`src/rtl/video_scanout.sv`:
```
// video_scanout: read-side client of the 16k x 24 video RAM.
// Generates raster timing, prefetches one 24-bit word (6 pixels of 4 bits)
// at a time through a request/grant port and serialises it into pixel indices.
//
// Ports:
//   clk, reset         system clock, asynchronous active-high reset
//   pix_ce             pixel clock enable; raster and serialiser advance on it
//   rd_req, rd_addr    read request and word address {col[5:0], row[7:0]}
//   rd_grant           arbiter accepts rd_addr this cycle
//   rd_data            RAM data, valid the clk after rd_grant
//   pixel, de          pixel index (0 outside the active area), display enable
//   hsync, vsync       active-high syncs
//   frame_start        one-clk pulse on the first active pixel of a frame
//   underrun           sticky: a word was needed but had not been fetched
module video_scanout #(
  parameter int unsigned H_ACTIVE = 384,
  parameter int unsigned H_FP     = 16,
  parameter int unsigned H_SYNC   = 32,
  parameter int unsigned H_BP     = 48,
  parameter int unsigned V_ACTIVE = 256,
  parameter int unsigned V_FP     = 4,
  parameter int unsigned V_SYNC   = 4,
  parameter int unsigned V_BP     = 16
) (
  input  logic        clk,
  input  logic        reset,
  input  logic        pix_ce,
  output logic        rd_req,
  output logic [13:0] rd_addr,
  input  logic        rd_grant,
  input  logic [23:0] rd_data,
  output logic [3:0]  pixel,
  output logic        de,
  output logic        hsync,
  output logic        vsync,
  output logic        frame_start,
  output logic        underrun
);

  localparam int unsigned H_TOTAL = H_ACTIVE + H_FP + H_SYNC + H_BP;
  localparam int unsigned V_TOTAL = V_ACTIVE + V_FP + V_SYNC + V_BP;
  localparam int unsigned NCOL    = H_ACTIVE / 6;
  localparam int unsigned HW      = $clog2(H_TOTAL + 1);
  localparam int unsigned VW      = $clog2(V_TOTAL + 1);
  localparam int unsigned FCW     = $clog2(NCOL + 1);

  localparam logic [HW-1:0]  HLast  = HW'(H_TOTAL - 1);
  localparam logic [HW-1:0]  HAct   = HW'(H_ACTIVE);
  localparam logic [HW-1:0]  HSyncS = HW'(H_ACTIVE + H_FP);
  localparam logic [HW-1:0]  HSyncE = HW'(H_ACTIVE + H_FP + H_SYNC);
  localparam logic [VW-1:0]  VLast  = VW'(V_TOTAL - 1);
  localparam logic [VW-1:0]  VAct   = VW'(V_ACTIVE);
  localparam logic [VW-1:0]  VSyncS = VW'(V_ACTIVE + V_FP);
  localparam logic [VW-1:0]  VSyncE = VW'(V_ACTIVE + V_FP + V_SYNC);
  localparam logic [FCW-1:0] NColL  = FCW'(NCOL);

  typedef enum logic [1:0] {StIdle, StReq, StWait} state_e;

  logic [HW-1:0]  h_q, h_d;
  logic [VW-1:0]  v_q, v_d, tgt_row;
  logic           active_d, turnover, load, capture, load_ok, fetch_ok;
  logic [23:0]    load_word, nxt_q, shreg_q;
  logic           nxt_valid_q, discard_q;
  logic [FCW-1:0] fcol_q;
  logic [2:0]     sub_q;
  state_e         state_q;

  // Position the raster moves to on the next pix_ce edge.
  always_comb begin
    h_d = h_q + HW'(1);
    v_d = v_q;
    if (h_q == HLast) begin
      h_d = '0;
      v_d = (v_q == VLast) ? '0 : v_q + VW'(1);
    end
  end

  assign active_d = (h_d < HAct) && (v_d < VAct);
  assign turnover = pix_ce && (h_d == HAct);
  assign load     = pix_ce && active_d && (sub_q == 3'd0);

  // A capture racing a line turnover belongs to the finished line: drop it.
  assign capture   = (state_q == StWait) && !discard_q && !turnover;
  assign load_ok   = capture || nxt_valid_q;
  assign load_word = capture ? rd_data : (nxt_valid_q ? nxt_q : '0);

  // In horizontal blanking the fetcher already works on the next line.
  assign tgt_row  = (h_q >= HAct) ? ((v_q == VLast) ? '0 : v_q + VW'(1)) : v_q;
  assign fetch_ok = !nxt_valid_q && (fcol_q < NColL) && (tgt_row < VAct);

  // Fetch FSM with prefetch buffer.
  always_ff @(posedge clk or posedge reset) begin
    if (reset) begin
      state_q     <= StIdle;
      rd_req      <= 1'b0;
      rd_addr     <= '0;
      fcol_q      <= '0;
      nxt_q       <= '0;
      nxt_valid_q <= 1'b0;
      discard_q   <= 1'b0;
    end else begin
      unique case (state_q)
        StIdle: begin
          // Never launch on a turnover edge: the column/row would be stale.
          if (fetch_ok && !turnover) begin
            state_q <= StReq;
            rd_req  <= 1'b1;
            rd_addr <= {6'(fcol_q), 8'(tgt_row)};
          end
        end
        StReq: begin
          if (rd_grant) begin
            state_q <= StWait;
            rd_req  <= 1'b0;
          end
        end
        StWait: begin
          state_q   <= StIdle;
          discard_q <= 1'b0;
          if (capture) begin
            fcol_q <= fcol_q + FCW'(1);
            // When the serialiser loads this very edge it takes rd_data directly.
            if (!load) begin
              nxt_q       <= rd_data;
              nxt_valid_q <= 1'b1;
            end
          end
        end
        default: state_q <= StIdle;
      endcase

      if (load) nxt_valid_q <= 1'b0;

      if (turnover) begin
        fcol_q      <= '0;
        nxt_valid_q <= 1'b0;
        if (state_q == StReq) discard_q <= 1'b1;
      end
    end
  end

  // Raster counters, registered raster outputs and pixel serialiser.
  always_ff @(posedge clk or posedge reset) begin
    if (reset) begin
      h_q         <= HAct;
      v_q         <= VLast;
      pixel       <= '0;
      de          <= 1'b0;
      hsync       <= 1'b0;
      vsync       <= 1'b0;
      frame_start <= 1'b0;
      underrun    <= 1'b0;
      sub_q       <= '0;
      shreg_q     <= '0;
    end else begin
      frame_start <= 1'b0;
      if (pix_ce) begin
        h_q         <= h_d;
        v_q         <= v_d;
        de          <= active_d;
        hsync       <= (h_d >= HSyncS) && (h_d < HSyncE);
        vsync       <= (v_d >= VSyncS) && (v_d < VSyncE);
        frame_start <= active_d && (h_d == '0) && (v_d == '0);
        if (active_d) begin
          if (sub_q == 3'd0) begin
            pixel   <= load_word[23:20];
            shreg_q <= {load_word[19:0], 4'h0};
            if (!load_ok) underrun <= 1'b1;
          end else begin
            pixel   <= shreg_q[23:20];
            shreg_q <= {shreg_q[19:0], 4'h0};
          end
          sub_q <= (sub_q == 3'd5) ? 3'd0 : sub_q + 3'd1;
        end else begin
          pixel <= '0;
        end
      end
    end
  end

endmodule

```
`config.mk`:
```
export PLATFORM = sky130hd
export DESIGN_NAME = video_scanout
export DESIGN_NICKNAME = d
export VERILOG_FILES = /design/src/rtl/video_scanout.sv
export SDC_FILE = /design/constraint.sdc
export NUM_CORES = 1
export LEC_CHECK = 0
export CAP_MARGIN = 25
export CORE_UTILIZATION = 52
export DETAILED_ROUTE_END_ITERATION = 6
export PLACE_DENSITY_LB_ADDON = 0.08
export REMOVE_ABC_BUFFERS = 1
export SLEW_MARGIN = 20
export SYNTH_ARGS = -nofsm -noshare
export SYNTH_HDL_FRONTEND = slang
export SYNTH_SLANG_ARGS = --single-unit
```
`constraint.sdc`:
```
create_clock -name clk -period 3.5 [get_ports clk]
set_input_delay 0.7 -clock clk [delete_from_list [all_inputs] [get_ports clk]]
set_output_delay 0.7 -clock clk [all_outputs]
set_load 0.03 [all_outputs]
```
=== Word-level counts from Yosys, hierarchy flattened ===
Cells that the tools add are included.

* Output and inout bits: 24
* Logic and storage cells: 101
* Bits in registers: 104
* Bits of input ports: 28

* Equal/unequal tests: 8
* Bitwise gates (word level): 2
* $lt $le $gt $ge: 9
* Reductions and logical operators: 34
* $add $sub $neg: 4
* Mux-type cells: 27

{| class="wikitable"
|+ Operators with widths
! kind !! count
|-
| 24-bit two-way mux || 3
|-
| 9-bit less-than comparator, second input constant || 5
|-
| 9-bit two-way mux || 4
|-
| 9-bit equality test, second input constant || 3
|-
| 9-bit greater-or-equal comparator, second input constant || 3
|-
| 7-bit two-way mux || 3
|-
| 9-bit by 1-bit adder with 9-bit output, second input constant || 2
|-
| 9-bit logical NOT || 2
|-
| 1-bit logical AND || 13
|-
| 1-bit two-way mux || 10
|-
| 2-bit AND reduction || 5
|-
| 4-bit two-way mux || 2
|-
| 7-bit by 1-bit adder with 7-bit output, second input constant || 1
|-
| 7-bit less-than comparator, second input constant || 1
|-
| 3-bit AND reduction || 2
|-
| 2-bit nonzero test || 3
|-
| 3-bit nonzero test || 2
|-
| 2-bit two-way mux || 2
|-
| 2-bit inequality test, second input constant || 2
|-
| 2-bit case mux with 2 select lines || 1
|-
| 4-bit AND reduction || 1
|-
| 3-bit by 1-bit adder with 3-bit output, second input constant || 1
|-
| 3-bit equality test, second input constant || 1
|-
| 1-bit logical NOT || 3
|-
| 8 further kinds || 9
|}

=== Depth between registers and ports, before layout ===
* Depth after elaboration: 10
* Gate-level depth with buffers: 11
* Gate-level depth less buffers: 8

=== Worst setup path before layout ===
Ideal clock, no wire load.

* Path type: flip-flop to flip-flop
* From: register h_q[1]
* To: register nxt_q[0]
* Cell stages (with the launch flop): 11
* Library setup time: 125 ps
* Slack: 858 ps
* Buffers on the path: 3
* Arrival: 2517 ps
* Cell sequence: dfrtp_1 > ha_1 > or4_1 > o41ai_1 > o32ai_2 > o21a_1 > buf_6 > o22a_1 > buf_6 > buf_6 > mux2_4

* Cells in the longest elaborated chain, start to end: 8
* Elaborated cells between the ends (all ways): 15
* Those cells by class: 1 x add/sub; 2 x order compare; 2 x eq/ne; 2 x mux; 1 x bitwise; 7 x reduce/logical

{| class="wikitable"
|+ RTL lines
! item !! line !! RTL
|-
| start, declared || 59 || <nowiki>logic [HW-1:0] h_q, h_d;</nowiki>
|-
| start signal, assigned || 145 || <nowiki>h_q <= HAct;</nowiki>
|-
| 9-bit by 1-bit adder with 9-bit output / 9-bit equality test (equally long branches) || 70, 72 ||
|-
| 9-bit two-way mux || 72 || <nowiki>if (h_q == HLast) begin</nowiki>
|-
| 9-bit less-than comparator || 78 || <nowiki>assign active_d = (h_d < HAct) && (v_d < VAct);</nowiki>
|-
| 1-bit logical AND || 78 ||
|-
| 1-bit logical AND (2 in series) || 80 || <nowiki>assign load = pix_ce && active_d && (sub_q == 3'd0);</nowiki>
|-
| 1-bit inverter (no source line) || -- ||
|-
| 3-bit AND reduction (no source line) * || -- ||
|-
| end signal, assigned || 124 || <nowiki>nxt_q <= rd_data;</nowiki>
|-
| end, declared || 62 || <nowiki>logic [23:0] load_word, nxt_q, shreg_q;</nowiki>
|}

Every way passes the cells marked *; elsewhere a longest branch is shown, timed or not.
A chain may end at the register's enable or synchronous reset.

=== Final worst setup path ===
* From: register h_q[1]
* To: register nxt_q[20]

The elaborated chain is that of the path after synthesis.

==> run_results.csv <==
group,metric,value,unit
floorplanning,die_span_in_x,104,um
detailed_routing,vias,4303,
job,maxCapViolCount,0,
place,dpl.hpwl,7970,um
pwr,static_leakage,2.58,nW
worst_setup_path,setup.worst_path.end_class,"flip-flop",
floorplanning,die_height,104,um
yosys,postSynthRegisterBits,100,
worst_setup_path,setup.worst_path.class,"reg -> reg",
floorplanning,initial_core_util,53.3,%
timing,grt_setup_unrepaired,"no",
min_path,worst_hold_startpoint,"underrun",
min_path,min_path_cells,1,
cells_and_area,fill_cells,895,
yosys,post_synth_inst_count,537,
cts,cts_root_buf,"clkbuf_8",
yosys,post_synth_xor_area_fraction,2.25,%
cells_and_area,design_area,0.00627,mm2
timing,tightest_slew,0.954,ns
yosys,netlist.area_leader.share,42.7,%
cells_and_area,syn_to_final_growth,14.9,%
yosys,synth_ff_type,"dfrtp_1",
place,number_of_port_buffers,51,
worst_setup_path,crit_required,3.79,ns
yosys,synth-compound-area-share,21.5,%
detailed_routing,route.detailed.wl_per_inst,17.2,um
yosys,synth-simple-area-share,14.9,%
cts,ctsResizeCount,0,
cells_and_area,multiInputGateArea,0.00270,mm2
worst_setup_path,cp_launch_type,"flip-flop",
yosys,synth.area.top_cells,"dfrtp_1 (43%), mux2_4 (5.5%), o21ai_0 (3.9%), a221o_1 (3.9%), nand2_1 (3.9%)",
cts,max-clock-path-buffers,2,
cts,cts_num_sinks,100,
min_path,hold_path_class,"reg -> reg",
yosys,synth.largest_area_cell,"dfrtp_1",
worst_setup_path,timing.rr.start,"h_q[1]",
worst_setup_path,cp_data_arrival_time,3.27,ns
worst_setup_path,reg2reg_depth,8,
detailed_routing,first_pass_iters,4,
cells_and_area,share_of_post_route_cells_with_drive_strength_above_1,15.0,%
timing,timing.clock.skew,0.0163,ns
yosys,synth_top_family_by_area,"compound AO/OA/AOI/OAI gates",
yosys,combined_area_of_all_synthesized_cells,0.00545,mm2
global_routing,track_usage,23.6,%
global_routing,grt_max_degree,60,
yosys,part_of_the_yosys_area_used_for_sequential_elements,46.1,%
status,outcome,"finished, final reports clean",
cts,post-cts-setup-buffer-count,0,
place,globalplace.congestion,0.852,
cells_and_area,regArea,0.00251,mm2
pwr,power_density,690,mW/mm2
detailed_routing,post-route-drc-count,0,
floorplanning,die_area,0.0109,mm2
floorplanning,num_rows,37,
timing,finalWorstPathRequiredPeriod,2.98,ns
cells_and_area,antenna_cells_inserted,0,
cts,worst_skew_pair.late_latency,0.39,ns
yosys,synthArstFlopShare,100,%
global_routing,globalRoute.totalOverflow,0,
global_routing,first_global_vias,4092,
cts,postCtsHoldBufs,0,
cts,worst_setup_hold_path_clk_slew,0.11,ns
timing,timing.fmax,335,MHz
floorplanning,floorplan.io_pins,52,
yosys,synth_enable_flop_cells,0,
worst_setup_path,critical_path_peak_fanout,17,
cts,htree_levels,3,
detailed_routing,wirelength,12200,um
timing,maxSlewViolCount,0,
cts,tritoncts.num_buffers,9,
yosys,post_syn_area_per_cell,10.2,um2
worst_setup_path,r2r_setup_slack,0.52,ns
min_path,hold_end,"underrun",
timing,timing_hold_violations_final,0,
yosys,yosys.cell_types.count,59,
worst_setup_path,rr_endpoint,"nxt_q[20]",
timing,timing.max_slew.rel_slack,36.2,%
yosys,synth-adder-area-share,0.918,%
timing,fin_hold_ws,0.488,ns
timing,fin_crit_sh,85.2,%
global_routing,initial_antenna_violation_count,0,
timing,setup-violations-final,0,
floorplanning,core,0.0102,mm2
yosys,yosys-mux-area-fraction,9.75,%
detailed_routing,drtAntennaViolNets,0,
detailed_routing,drt-vias-per-instance,6.06,
place,placed_area,0.00605,mm2
pwr,ir_drop,0.422,mV
cells_and_area,num-nets-final,601,
cts,cts_tree,"done",
yosys,yosys_warnings,0,
global_routing,global_route_wire_length_before_repair,20300,um
detailed_routing,first_iter_violations,189,
-- critical path, stage by stage, from the launching register on --
cell	delay (ns)
dfrtp_1	0.45
ha_1	0.34
nand4_2	0.23
nor4_2	0.33
a211o_1	0.17
a21o_1	0.44
o22a_1	0.22
buf_4	0.33
mux2_2	0.38
-- routing by layer --
layer	vias up	part of all wire, %	GRT usage [%]
li1	2064	-	-
met1	2142	47	31.5
met2	88	49	37.7
met3	9	3.5	5.45
met4	0	0.98	8.47
met5	-	0	0
-- cells in the mapped netlist (5+ instances only) --
library cell / n
a21oi_1: 13
a221o_1: 21
a221oi_1: 18
a22o_1: 8
a22oi_1: 5
and3_1: 6
and4_1: 5
buf_2: 9
buf_6: 5
clkbuf_1: 29
dfrtp_1: 93
dfstp_2: 7
inv_1: 10
mux2_2: 17
mux2_4: 20
nand2_1: 56
nand3_1: 15
nand4_1: 7
nor2_1: 44
o21ai_0: 43
o21bai_1: 5
o31ai_1: 20
xnor2_1: 9
xor2_1: 5
-- power by group --
group          internal (W)  switching, W  total, W  leakage, nW
Sequential          0.00155      0.000380   0.00193         1.24
Clock              0.000364      0.000439  0.000803        0.107
Combinational      0.000805      0.000786   0.00159         1.23
-- cell type report --
type                       count  share of cell area [%]
clock inverter                 6                    1.24
sequential                   100                    40.1
tap                          136                    2.72
multi-input combinational    383                    43.1
clock buffer                  10                    2.20
inverter                      10                   0.639
timing repair buffer          65                    10.0
-- kinds of logic (layout without fill, tap and decap cells) --
kind of cell,after synthesis,in the layout
buffers and inverters,54,91
xor gates and xnor gates,14,14
and+or+nand+nor,164,164
DFF,100,100
adders and majority gates,4,4
AOI/OAI and AO/OA,160,160
muxes,41,41
-- metrics by stage --
stage	total power, W	setup slack (ns)	setup TNS, ns	instances	util [%]
2_1_floorplan	0.00302	-0.281	-5.45	493	-
3_3_place_gp	0.00348	0.534	0	694	59.1
3_5_place_dp	0.00354	0.472	0	694	59.1
4_1_cts	0.00436	0.551	0	710	61.2
5_1_grt	0.00460	0.320	0	710	61.2
6_report	0.00432	0.518	0	710	61.2
-- cells in the final DEF (no fill, tap or decap), types with 3 or more instances in the layout --
master,count
a21oi_1,13
o21bai_1,5
a221o_1,21
xor2_1,5
nand3_1,15
a22o_1,8
o31ai_1,19
o211ai_1,3
xnor2_1,9
dfrtp_1,93
o21a_1,3
nor3_1,3
and3_1,6
nand2b_1,3
mux2_2,17
mux2i_1,4
buf_4,13
nand4b_1,3
nor4_1,3
clkdlybuf4s50_1,51
mux2_4,20
and2_1,3
a22oi_1,5
dfstp_2,7
o41ai_1,3
nand2_1,56
nor2_1,44
nor3_2,3
and4_1,5
inv_1,9
nor2b_1,3
nand4_1,7
ha_1,4
o21ai_0,43
clkbuf_8,10
a221oi_1,18
-- state kept, by name (all words and copies together), names as in the netlist, 2 cells and up --
signal   count
state_q      2
shreg_q     20
sub_q        3
rd_addr     14
nxt_q       24
v_q          9
fcol_q       7
pixel        4
h_q          9
-- worst max path at each step --
stage	start	endpoint	slack, ns	cells after the start
after floorplan	h_q[1]	nxt_q[19]	-0.28	7
after global placement	pix_ce	nxt_q[19]	0.53	7
after detailed placement	pix_ce	nxt_q[20]	0.47	7
after CTS	h_q[1]	nxt_q[20]	0.55	8
after global routing	h_q[1]	nxt_q[20]	0.32	8
final	h_q[1]	nxt_q[20]	0.52	8
No activity file was read; power rests on OpenSTA's default activity.
